$ cat src/rtl/sdram_map_pkg.sv
// SDRAM memory map shared by the loader (writer) and the network's read path.
// Regions are packed back to back from BASE_ADDR: image, L0, L1, L2.
package sdram_map_pkg;

  localparam int IMSIZE = 128;
  localparam int L0SIZE = 2048;
  localparam int L1SIZE = 256;
  localparam int L2SIZE = 160;

  localparam int IM_OFFSET = 0;
  localparam int L0_OFFSET = IM_OFFSET + IMSIZE;
  localparam int L1_OFFSET = L0_OFFSET + L0SIZE;
  localparam int L2_OFFSET = L1_OFFSET + L1SIZE;

  // Wide enough to hold the largest region length itself, not just its last index.
  localparam int CNT_W = $clog2(L0SIZE + 1);

  typedef enum logic [1:0] {
    L0    = 2'b00,
    L1    = 2'b01,
    L2    = 2'b10,
    IMAGE = 2'b11
  } region_e;

  typedef struct packed {
    logic [CNT_W-1:0] offset;
    logic [CNT_W-1:0] size;
  } region_info_t;

  function automatic region_info_t region_info(input region_e r);
    region_info_t ri;
    case (r)
      L0:      begin ri.offset = CNT_W'(L0_OFFSET); ri.size = CNT_W'(L0SIZE); end
      L1:      begin ri.offset = CNT_W'(L1_OFFSET); ri.size = CNT_W'(L1SIZE); end
      L2:      begin ri.offset = CNT_W'(L2_OFFSET); ri.size = CNT_W'(L2SIZE); end
      default: begin ri.offset = CNT_W'(IM_OFFSET); ri.size = CNT_W'(IMSIZE); end
    endcase
    return ri;
  endfunction

endpackage

$ cat src/rtl/sdram_loader_byte_fifo.sv
// Small synchronous FIFO with registered storage; head is read straight from the
// storage array, so a pushed byte is visible on head only from the next cycle.
module byte_fifo #(
  parameter int DEPTH = 4,   // power of 2, at least 2
  parameter int WIDTH = 8,
  localparam int CW = $clog2(DEPTH + 1),
  localparam int AW = $clog2(DEPTH)
) (
  input  logic             clk,
  input  logic             reset_n,
  input  logic             flush,
  input  logic             push,
  input  logic [WIDTH-1:0] din,
  input  logic             pop,
  output logic [WIDTH-1:0] head,
  output logic             full,
  output logic             empty,
  output logic [CW-1:0]    count
);

  logic [DEPTH-1:0][WIDTH-1:0] mem;
  logic [AW-1:0]               wr_ptr, rd_ptr;
  logic                        do_push, do_pop;

  assign do_push = push && !full;
  assign do_pop  = pop && !empty;

  always_ff @(posedge clk or negedge reset_n) begin
    if (!reset_n) begin
      mem    <= '0;
      wr_ptr <= '0;
      rd_ptr <= '0;
      count  <= '0;
    end else if (flush) begin
      wr_ptr <= '0;
      rd_ptr <= '0;
      count  <= '0;
    end else begin
      if (do_push) begin
        mem[wr_ptr] <= din;
        wr_ptr      <= wr_ptr + 1'b1;
      end
      if (do_pop) rd_ptr <= rd_ptr + 1'b1;
      case ({do_push, do_pop})
        2'b10:   count <= count + 1'b1;
        2'b01:   count <= count - 1'b1;
        default: ;
      endcase
    end
  end

  assign full  = (count == CW'(DEPTH));
  assign empty = (count == '0);
  assign head  = mem[rd_ptr];

endmodule

$ cat src/rtl/sdram_loader.sv
// Avalon-MM write master: streams one region's bytes through a small FIFO into
// consecutive SDRAM byte addresses, one single-byte write per accepted beat.
module sdram_loader
  import sdram_map_pkg::*;
#(
  parameter int MASTER_ADDRESSWIDTH = 26,
  parameter int DATAWIDTH           = 8,
  parameter int BASE_ADDR           = 0,
  parameter int FIFO_DEPTH          = 4
) (
  input  logic                           clk,
  input  logic                           reset_n,
  input  logic                           load_start,
  input  logic [1:0]                     which_data,
  input  logic                           abort,
  input  logic [DATAWIDTH-1:0]           in_data,
  input  logic                           in_valid,
  output logic                           in_ready,
  output logic                           busy,
  output logic                           done,
  output logic [MASTER_ADDRESSWIDTH-1:0] master_address,
  output logic [DATAWIDTH-1:0]           master_writedata,
  output logic                           master_write,
  output logic                           master_read,
  input  logic                           master_waitrequest
);

  localparam int MAW = MASTER_ADDRESSWIDTH;
  localparam int FCW = $clog2(FIFO_DEPTH + 1);

  typedef enum logic [2:0] {IDLE, LOAD, DRAIN, FINISH, ABORT} state_e;

  state_e           state, state_nxt;
  logic [MAW-1:0]   wr_addr;
  logic [CNT_W-1:0] size, acc_cnt, wr_cnt;
  logic             stall_hold;
  region_info_t     ri;

  logic [DATAWIDTH-1:0] fifo_head;
  logic                 fifo_full, fifo_empty;
  logic [FCW-1:0]       fifo_count;
  logic                 wr_req, wr_fire, push, flush, last_wr, last_acc;

  assign ri = region_info(region_e'(which_data));

  // In ABORT only a write that was already stalled may still be presented.
  assign wr_req   = ((state == LOAD || state == DRAIN) && !fifo_empty) ||
                    (state == ABORT && stall_hold);
  assign wr_fire  = wr_req && !master_waitrequest;
  assign push     = in_valid && in_ready && !fifo_full;
  assign last_wr  = wr_fire && ((wr_cnt + 1'b1) == size);
  assign last_acc = push && ((acc_cnt + 1'b1) == size);
  assign flush    = (state == ABORT) && (state_nxt == IDLE);

  byte_fifo #(.DEPTH(FIFO_DEPTH), .WIDTH(DATAWIDTH)) u_fifo (
    .clk     (clk),
    .reset_n (reset_n),
    .flush   (flush),
    .push    (push),
    .din     (in_data),
    .pop     (wr_fire),
    .head    (fifo_head),
    .full    (fifo_full),
    .empty   (fifo_empty),
    .count   (fifo_count)
  );

  always_ff @(posedge clk or negedge reset_n) begin
    if (!reset_n) state <= IDLE;
    else          state <= state_nxt;
  end

  always_comb begin
    state_nxt = state;
    case (state)
      IDLE:   if (load_start) state_nxt = LOAD;
      LOAD: begin
        if      (abort)    state_nxt = ABORT;
        else if (last_wr)  state_nxt = FINISH;
        else if (last_acc) state_nxt = DRAIN;
      end
      DRAIN: begin
        if      (abort)   state_nxt = ABORT;
        else if (last_wr) state_nxt = FINISH;
      end
      FINISH: state_nxt = IDLE;
      ABORT:  if (!stall_hold || !master_waitrequest) state_nxt = IDLE;
      default: state_nxt = IDLE;
    endcase
  end

  always_comb begin
    in_ready         = (state == LOAD) && !abort &&
                       (fifo_count < FCW'(FIFO_DEPTH)) && (acc_cnt < size);
    busy             = (state != IDLE);
    done             = (state == FINISH);
    master_write     = wr_req;
    master_address   = wr_req ? wr_addr : '0;
    master_writedata = wr_req ? fifo_head : '0;
    master_read      = 1'b0;
  end

  always_ff @(posedge clk or negedge reset_n) begin
    if (!reset_n) begin
      wr_addr    <= '0;
      size       <= '0;
      acc_cnt    <= '0;
      wr_cnt     <= '0;
      stall_hold <= 1'b0;
    end else begin
      if (state == IDLE) begin
        if (load_start) begin
          wr_addr <= MAW'(BASE_ADDR) + MAW'(ri.offset);
          size    <= ri.size;
          acc_cnt <= '0;
          wr_cnt  <= '0;
        end
      end else begin
        if (push) acc_cnt <= acc_cnt + 1'b1;
        if (wr_fire) begin
          wr_addr <= wr_addr + 1'b1;
          wr_cnt  <= wr_cnt + 1'b1;
        end
      end
      // Remembers whether a write is stuck on waitrequest, so ABORT can finish it.
      stall_hold <= (state != ABORT) ? (wr_req && master_waitrequest)
                                     : (stall_hold && master_waitrequest);
    end
  end

endmodule

$ cat config.mk
export PLATFORM = sky130hd
export DESIGN_NAME = sdram_loader
export DESIGN_NICKNAME = d
export VERILOG_FILES = /design/src/rtl/sdram_map_pkg.sv /design/src/rtl/sdram_loader_byte_fifo.sv /design/src/rtl/sdram_loader.sv
export SDC_FILE = /design/constraint.sdc
export NUM_CORES = 1
export LEC_CHECK = 0
export ABC_AREA = 1
export CAP_MARGIN = 25
export CORE_MARGIN = 4
export CORE_UTILIZATION = 58
export CTS_CLUSTER_DIAMETER = 200
export DETAILED_ROUTE_END_ITERATION = 16
export PLACE_DENSITY = 0.78
export SLEW_MARGIN = 20
export SYNTH_ARGS = -nofsm -noshare
export SYNTH_HDL_FRONTEND = slang
export SYNTH_SLANG_ARGS = --single-unit
export TNS_END_PERCENT = 10
$ cat constraint.sdc
create_clock -name clk -period 2.76 [get_ports clk]
set_input_delay 0.552 -clock clk [delete_from_list [all_inputs] [get_ports clk]]
set_output_delay 0.552 -clock clk [all_outputs]
set_load 0.1 [all_outputs]
* Word level (Yosys, flattened, before mapping)
Index checks and enable logic that the tools add are counted.
Storage, ports and cells: flip-flop bits (word level) 105, bits of input ports 16, output and inout bits 39, word-level logic and storage cells 108
Cells by class: add/sub/neg operators 7, $lt $le $gt $ge 5, equality and inequality tests 13, multiplexer cells 31, bitwise logic cells 1, reductions and logical operators 38
Operators with widths (count):
- 26-bit 2-to-1 mux | 4
- 24-bit one-hot mux with 3 select lines | 1
- 12-bit 2-to-1 mux | 5
- 32-bit bitwise mux | 1
- 26-bit by 1-bit adder with 26-bit output, second input constant | 1
- 12-bit by 1-bit adder with 12-bit output, second input constant | 2
- 12-bit == test | 2
- 3-bit 2-to-1 mux | 8
- 8-bit 2-to-1 mux | 3
- 8-bit binary-select mux with 2-bit select | 1
- 8-bit demux with 2-bit select | 1
- 1-bit logical AND | 16
- 12-bit less-than comparator | 1
- 3-bit one-hot mux with 4 select lines | 1
- 3-bit logical NOT | 3
- 2-bit 2-to-1 mux | 4
- 2-bit AND reduction | 4
- 2-bit nonzero test | 4
- 3-bit by 2-bit == test with 1-bit output, second input constant | 2
- 3-bit == test, second input constant | 2
- 2-bit by 3-bit less-than comparator with 1-bit output, second input constant | 2
- 3-bit one-hot mux with 2 select lines | 1
- 3-bit nonzero test | 2
- 1-bit logical NOT | 5
- 14 further kinds | 19

* Depth between registers and ports, before layout
Gate-level depths: netlist of run 1.
word-level depth 15, gate-level depth with buffers 17

* Cells and area by module
Synthesis of run 1 repeated with hierarchy kept, for this count alone.
Unflattened totals: cells, all modules 801, area, all modules 5977.0 sq um
By module, submodules not included:
- sdram_loader | times used 1, cells each 583, area each 4035.1 sq um, sequential area each 1451.4 sq um
- byte_fifo | times used 1, cells each 218, area each 1941.9 sq um, sequential area each 975.9 sq um

* Worst setup path after synthesis of run 1
Ideal clock, no wire load.
path kind register to output, start register state[1], end output master_address[10], data arrival time 2918 ps, data required time 2208 ps, path slack -710 ps, cell stages (with the launch flop) 10, buffers on the path 2, cells stage by stage dfrtp_1 -> inv_2 -> nand2_1 -> nor2_2 -> nand2_2 -> nand2_2 -> buf_4 -> clkinv_1 -> buf_6 -> nor2_1
On the way: cells in the longest elaborated chain, start to end 5
Ends and longest elaborated chain:
- start: declaration | line sdram_loader.sv:33 | state_e state, state_nxt;
- start signal: assignment | line sdram_loader.sv:70 | else state <= state_nxt;
- 3-bit by 1-bit == test with 1-bit output or 3-bit by 2-bit == test with 1-bit output (tied branches) | line sdram_loader.sv:47 | assign wr_req = ((state == LOAD || state == DRAIN) && !fifo_empty) ||
- 1-bit logical OR | line sdram_loader.sv:47
- 1-bit logical AND | line sdram_loader.sv:47
- 1-bit logical OR * | line sdram_loader.sv:47
- named net master_write | line sdram_loader.sv:23 | output logic master_write,
- 26-bit 2-to-1 mux * | line sdram_loader.sv:98 | master_address = wr_req ? wr_addr : '0;
- end: declaration | line sdram_loader.sv:21 | output logic [MASTER_ADDRESSWIDTH-1:0] master_address,
Mark *: on every way through the listed nets, which the timed path passes. The rest lies on a longest branch.

* Final worst setup path of run 1
start register state[1], end output master_address[1]
On the way: cells in the longest elaborated chain, start to end 5
Ends and longest elaborated chain (line):
- 3-bit by 1-bit == test with 1-bit output or 3-bit by 2-bit == test with 1-bit output (tied branches) | sdram_loader.sv:47
- 1-bit logical OR | sdram_loader.sv:47
- 1-bit logical AND | sdram_loader.sv:47
- 1-bit logical OR * | sdram_loader.sv:47
- 26-bit 2-to-1 mux * | sdram_loader.sv:98
Every way passes the cells marked *; elsewhere a longest branch is shown, timed or not.

==> results of run 1 <==
## cell families after synthesis
family	share of synthesized area
compound gates	0.124
xor+xnor	0.0287
fa+ha+maj	0.0388
buf+inv	0.0966
flops	0.428
other cells	0.000661
simple gates	0.283
## area by class of cell
type | instances | area, um2
multi-input cells | 526 | 2870
flip-flops and latches | 97 | 2430
fillers | 725 | 2340
repair buffers | 63 | 971
inverters | 109 | 410
well taps | 129 | 161
clock buffers | 9 | 124
clock inverters | 7 | 58.8
## worst register-to-register path: stages, from the launching register on
cell and delay, ns:
dfrtp_1 0.42, inv_1 0.12, ha_1 0.32, a21oi_1 0.15, nand2_1 0.07, nand2_1 0.08, nand4_2 0.11, nand2_2 0.11
inv_1 0.06, fa_1 0.38, xor2_1 0.18, o21ai_0 0.24, nand2_1 0.09, o21ai_1 0.08
## metal layers
layer	vias to the layer above	GRT usage	share of wire
li1	2529	-	-
met1	2461	0.333	0.44
met2	153	0.447	0.50
met3	19	0.0355	0.046
met4	0	0.0758	0.014
met5	-	0	0
## power by group through the flow
stage / sequential (mW) / clock (mW) / combinational [mW]
CTS: 1.97 / 0.919 / 2.18
global placement: 1.97 / 0 / 2.11
detailed placement: 1.99 / 0 / 2.17
floorplan: 1.90 / 0 / 1.60
finish: 1.97 / 0.897 / 2.17
global route: 2.01 / 0.969 / 2.38
## per-stage QoR
| step | setup WS [ns] | std cells | TNS (ns) | power (mW) |
|---|---|---|---|---|
| final | 0.151 | 940 | 0 | 5.04 |
| after floorplan | -0.0449 | 755 | -0.270 | 3.50 |
| after global routing | 0.0123 | 940 | 0 | 5.36 |
| after detailed placement | 0.118 | 924 | 0 | 4.16 |
| after CTS | 0.128 | 940 | 0 | 5.06 |
| after global placement | 0.257 | 924 | 0 | 4.08 |
## path summary, 6_finish.rpt
check,to,cells past startpoint,slack (ns)
max,master_address[1],9,0.15
min,acc_cnt[4],1,0.25
max reg2reg,u_fifo.count[2],13,0.28
min reg2reg,u_fifo.mem[17],2,0.49
max in group asynchronous,acc_cnt[7],2,1.87
min in group clk,u_fifo.mem[17],2,0.49
## layout by cell type, fill, tap and decap left out, types with 15 or more instances in the layout
cell	synthesis	final
nand2_1	164	164
dfrtp_1	97	97
inv_1	95	95
nor2_1	101	75
o21ai_0	75	75
buf_12	0	37
nand3_1	34	34
a21oi_1	22	22
nor2_4	1	22
ha_1	16	16
nor3_1	16	15
## registers in the layout, summed over array words and instances (netlist names)
signal         count
acc_cnt           12
size               4
stall_hold         1
state              3
u_fifo.count       3
u_fifo.mem        32
u_fifo.rd_ptr      2
u_fifo.wr_ptr      2
wr_addr           26
wr_cnt            12
==> impl_metrics.yaml, run 1 <==
outcome:
  status: "complete, no violations"
die:
  ios: 55
  floorplan.initialDensity: 0.605
  rows: 35
  die_height_um: 107
  die_area_um2: 11400
  coreArea_um2: 9370
  die_w_um: 107
setup_path:
  cpLargestDelayFamily: "simple AND/OR/NAND/NOR gates"
  crit_path_end_kind: "output port"
  critPathMaxFanout: 13
  path_buf_inv: 4
  crit_path_start: "state[1]"
  worstPathRequired_ns: 2.21
  slowest_stage: "dfrtp_1"
  rr_startpoint: "size[7]"
  cp_cell_sequence: "inv_2 -> nand2_1 -> nor2_2 -> nand2_2 -> nand2_2 -> clkinv_2 -> buf_4 -> nor2_2 -> buf_12"
  startpoint_type: "flip-flop"
  path_class: "flip-flop to output port"
  slowest_delay_ns: 0.45
  arrival_ns: 2.06
grt:
  gr-total-overflow: 0
  grtUsageTotal: 0.257
  grt_max_degree: 61
  grt_pass1_vias: 5272
  antenna_found_initial: 0
  grt_pass1_wl_um: 24100
synth:
  synth_top_area_share: 0.428
  synth-main-ff-cell: "dfrtp_1"
  syn-instance-count: 755
  syn_area_per_cell_um2: 7.52
  syn_area_um2: 5670
  ys_ff_latch: 97
  async_reset_ff_frac: 1.00
  ys_seq_area_frac: 0.428
  post-synth-top-area-cell: "dfrtp_1"
  synth_cell_types: 42
  ys.warnings.count: 0
  synth.area.top_cells: "dfrtp_1 43%, nand2_1 11%, nor2_1 6.7%, o21ai_0 6.6%, inv_1 6.3%"
  synthTopCellsByCount: "164 x nand2_1, 101 x nor2_1, 97 x dfrtp_1, 95 x inv_1, 75 x o21ai_0"
  synth_most_common_cell: "nand2_1"
  synth_nets: 788
  synth_edf_count: 0
clock_network:
  postCtsHoldBufs: 0
  tritoncts: "done"
  root_buffer: "clkbuf_8"
  clk_pin_slew_ns: 0.10
  cts_resized: 0
  clock_sinks: 97
  cts_made_buffers: 9
  cts_max_path_buffers: 2
  ctsHtreeMaxLevel: 3
  postCtsSetupBuffers: 0
  clk_latency_ns: 0.37
route:
  vias_per_cell: 5.49
  wl_um: 13600
  num_vias: 5162
  drcViolationCount: 0
  drt_iter0_markers: 276
  antenna_left: 0
  firstDrtPassIters: 5
  wire_per_inst_um: 14.4
sta:
  setup_viol: 0
  finalHoldViolCount: 0
  timing.final.crit_share: 0.945
  finalMaxSlewViolations: 0
  holdWs_ns: 0.254
  tightestPinTransition_ns: 0.799
  slew_headroom: 0.468
  period_needed_ns: 2.61
  rsz0062_at_grt: "false"
  fin_worst_skew_ns: 0.0128
  fmax_mhz: 383
finish:
  area_delta_synth_final_pct: 23.8
  final_core_util: 0.750
  antennaDiodeCount: 0
  final_area_um2: 7030
  nets: 839
  drive_above_1_share: 0.165
placed_design:
  gp_congestion: 0.876
  io_buffer_count: 53
  dp_hpwl_um: 9900
  placed_area_um2: 6840
power:
  leakage_nw: 3.16
  p_seq_frac: 0.391
  peakVddDrop_v: 0.000402
  switchingPower_mw: 2.26
  power_per_cell_area_nw_per_um2: 717
  pwr-share-clk: 0.178
  p_int_mw: 2.78
  p_comb_frac: 0.431
  swShare: 0.449
hold_path:
  hold_path_class: "input port to async pin"
job:
  maxCapViolations: 0
Power figures use the tool's default switching activity.
==> run 2: changes to the inputs <==
- CTS_CLUSTER_DIAMETER: 200 -> unset
==> results of run 2 <==
The final DEF is identical to that of run 1; final timing and power are the same.
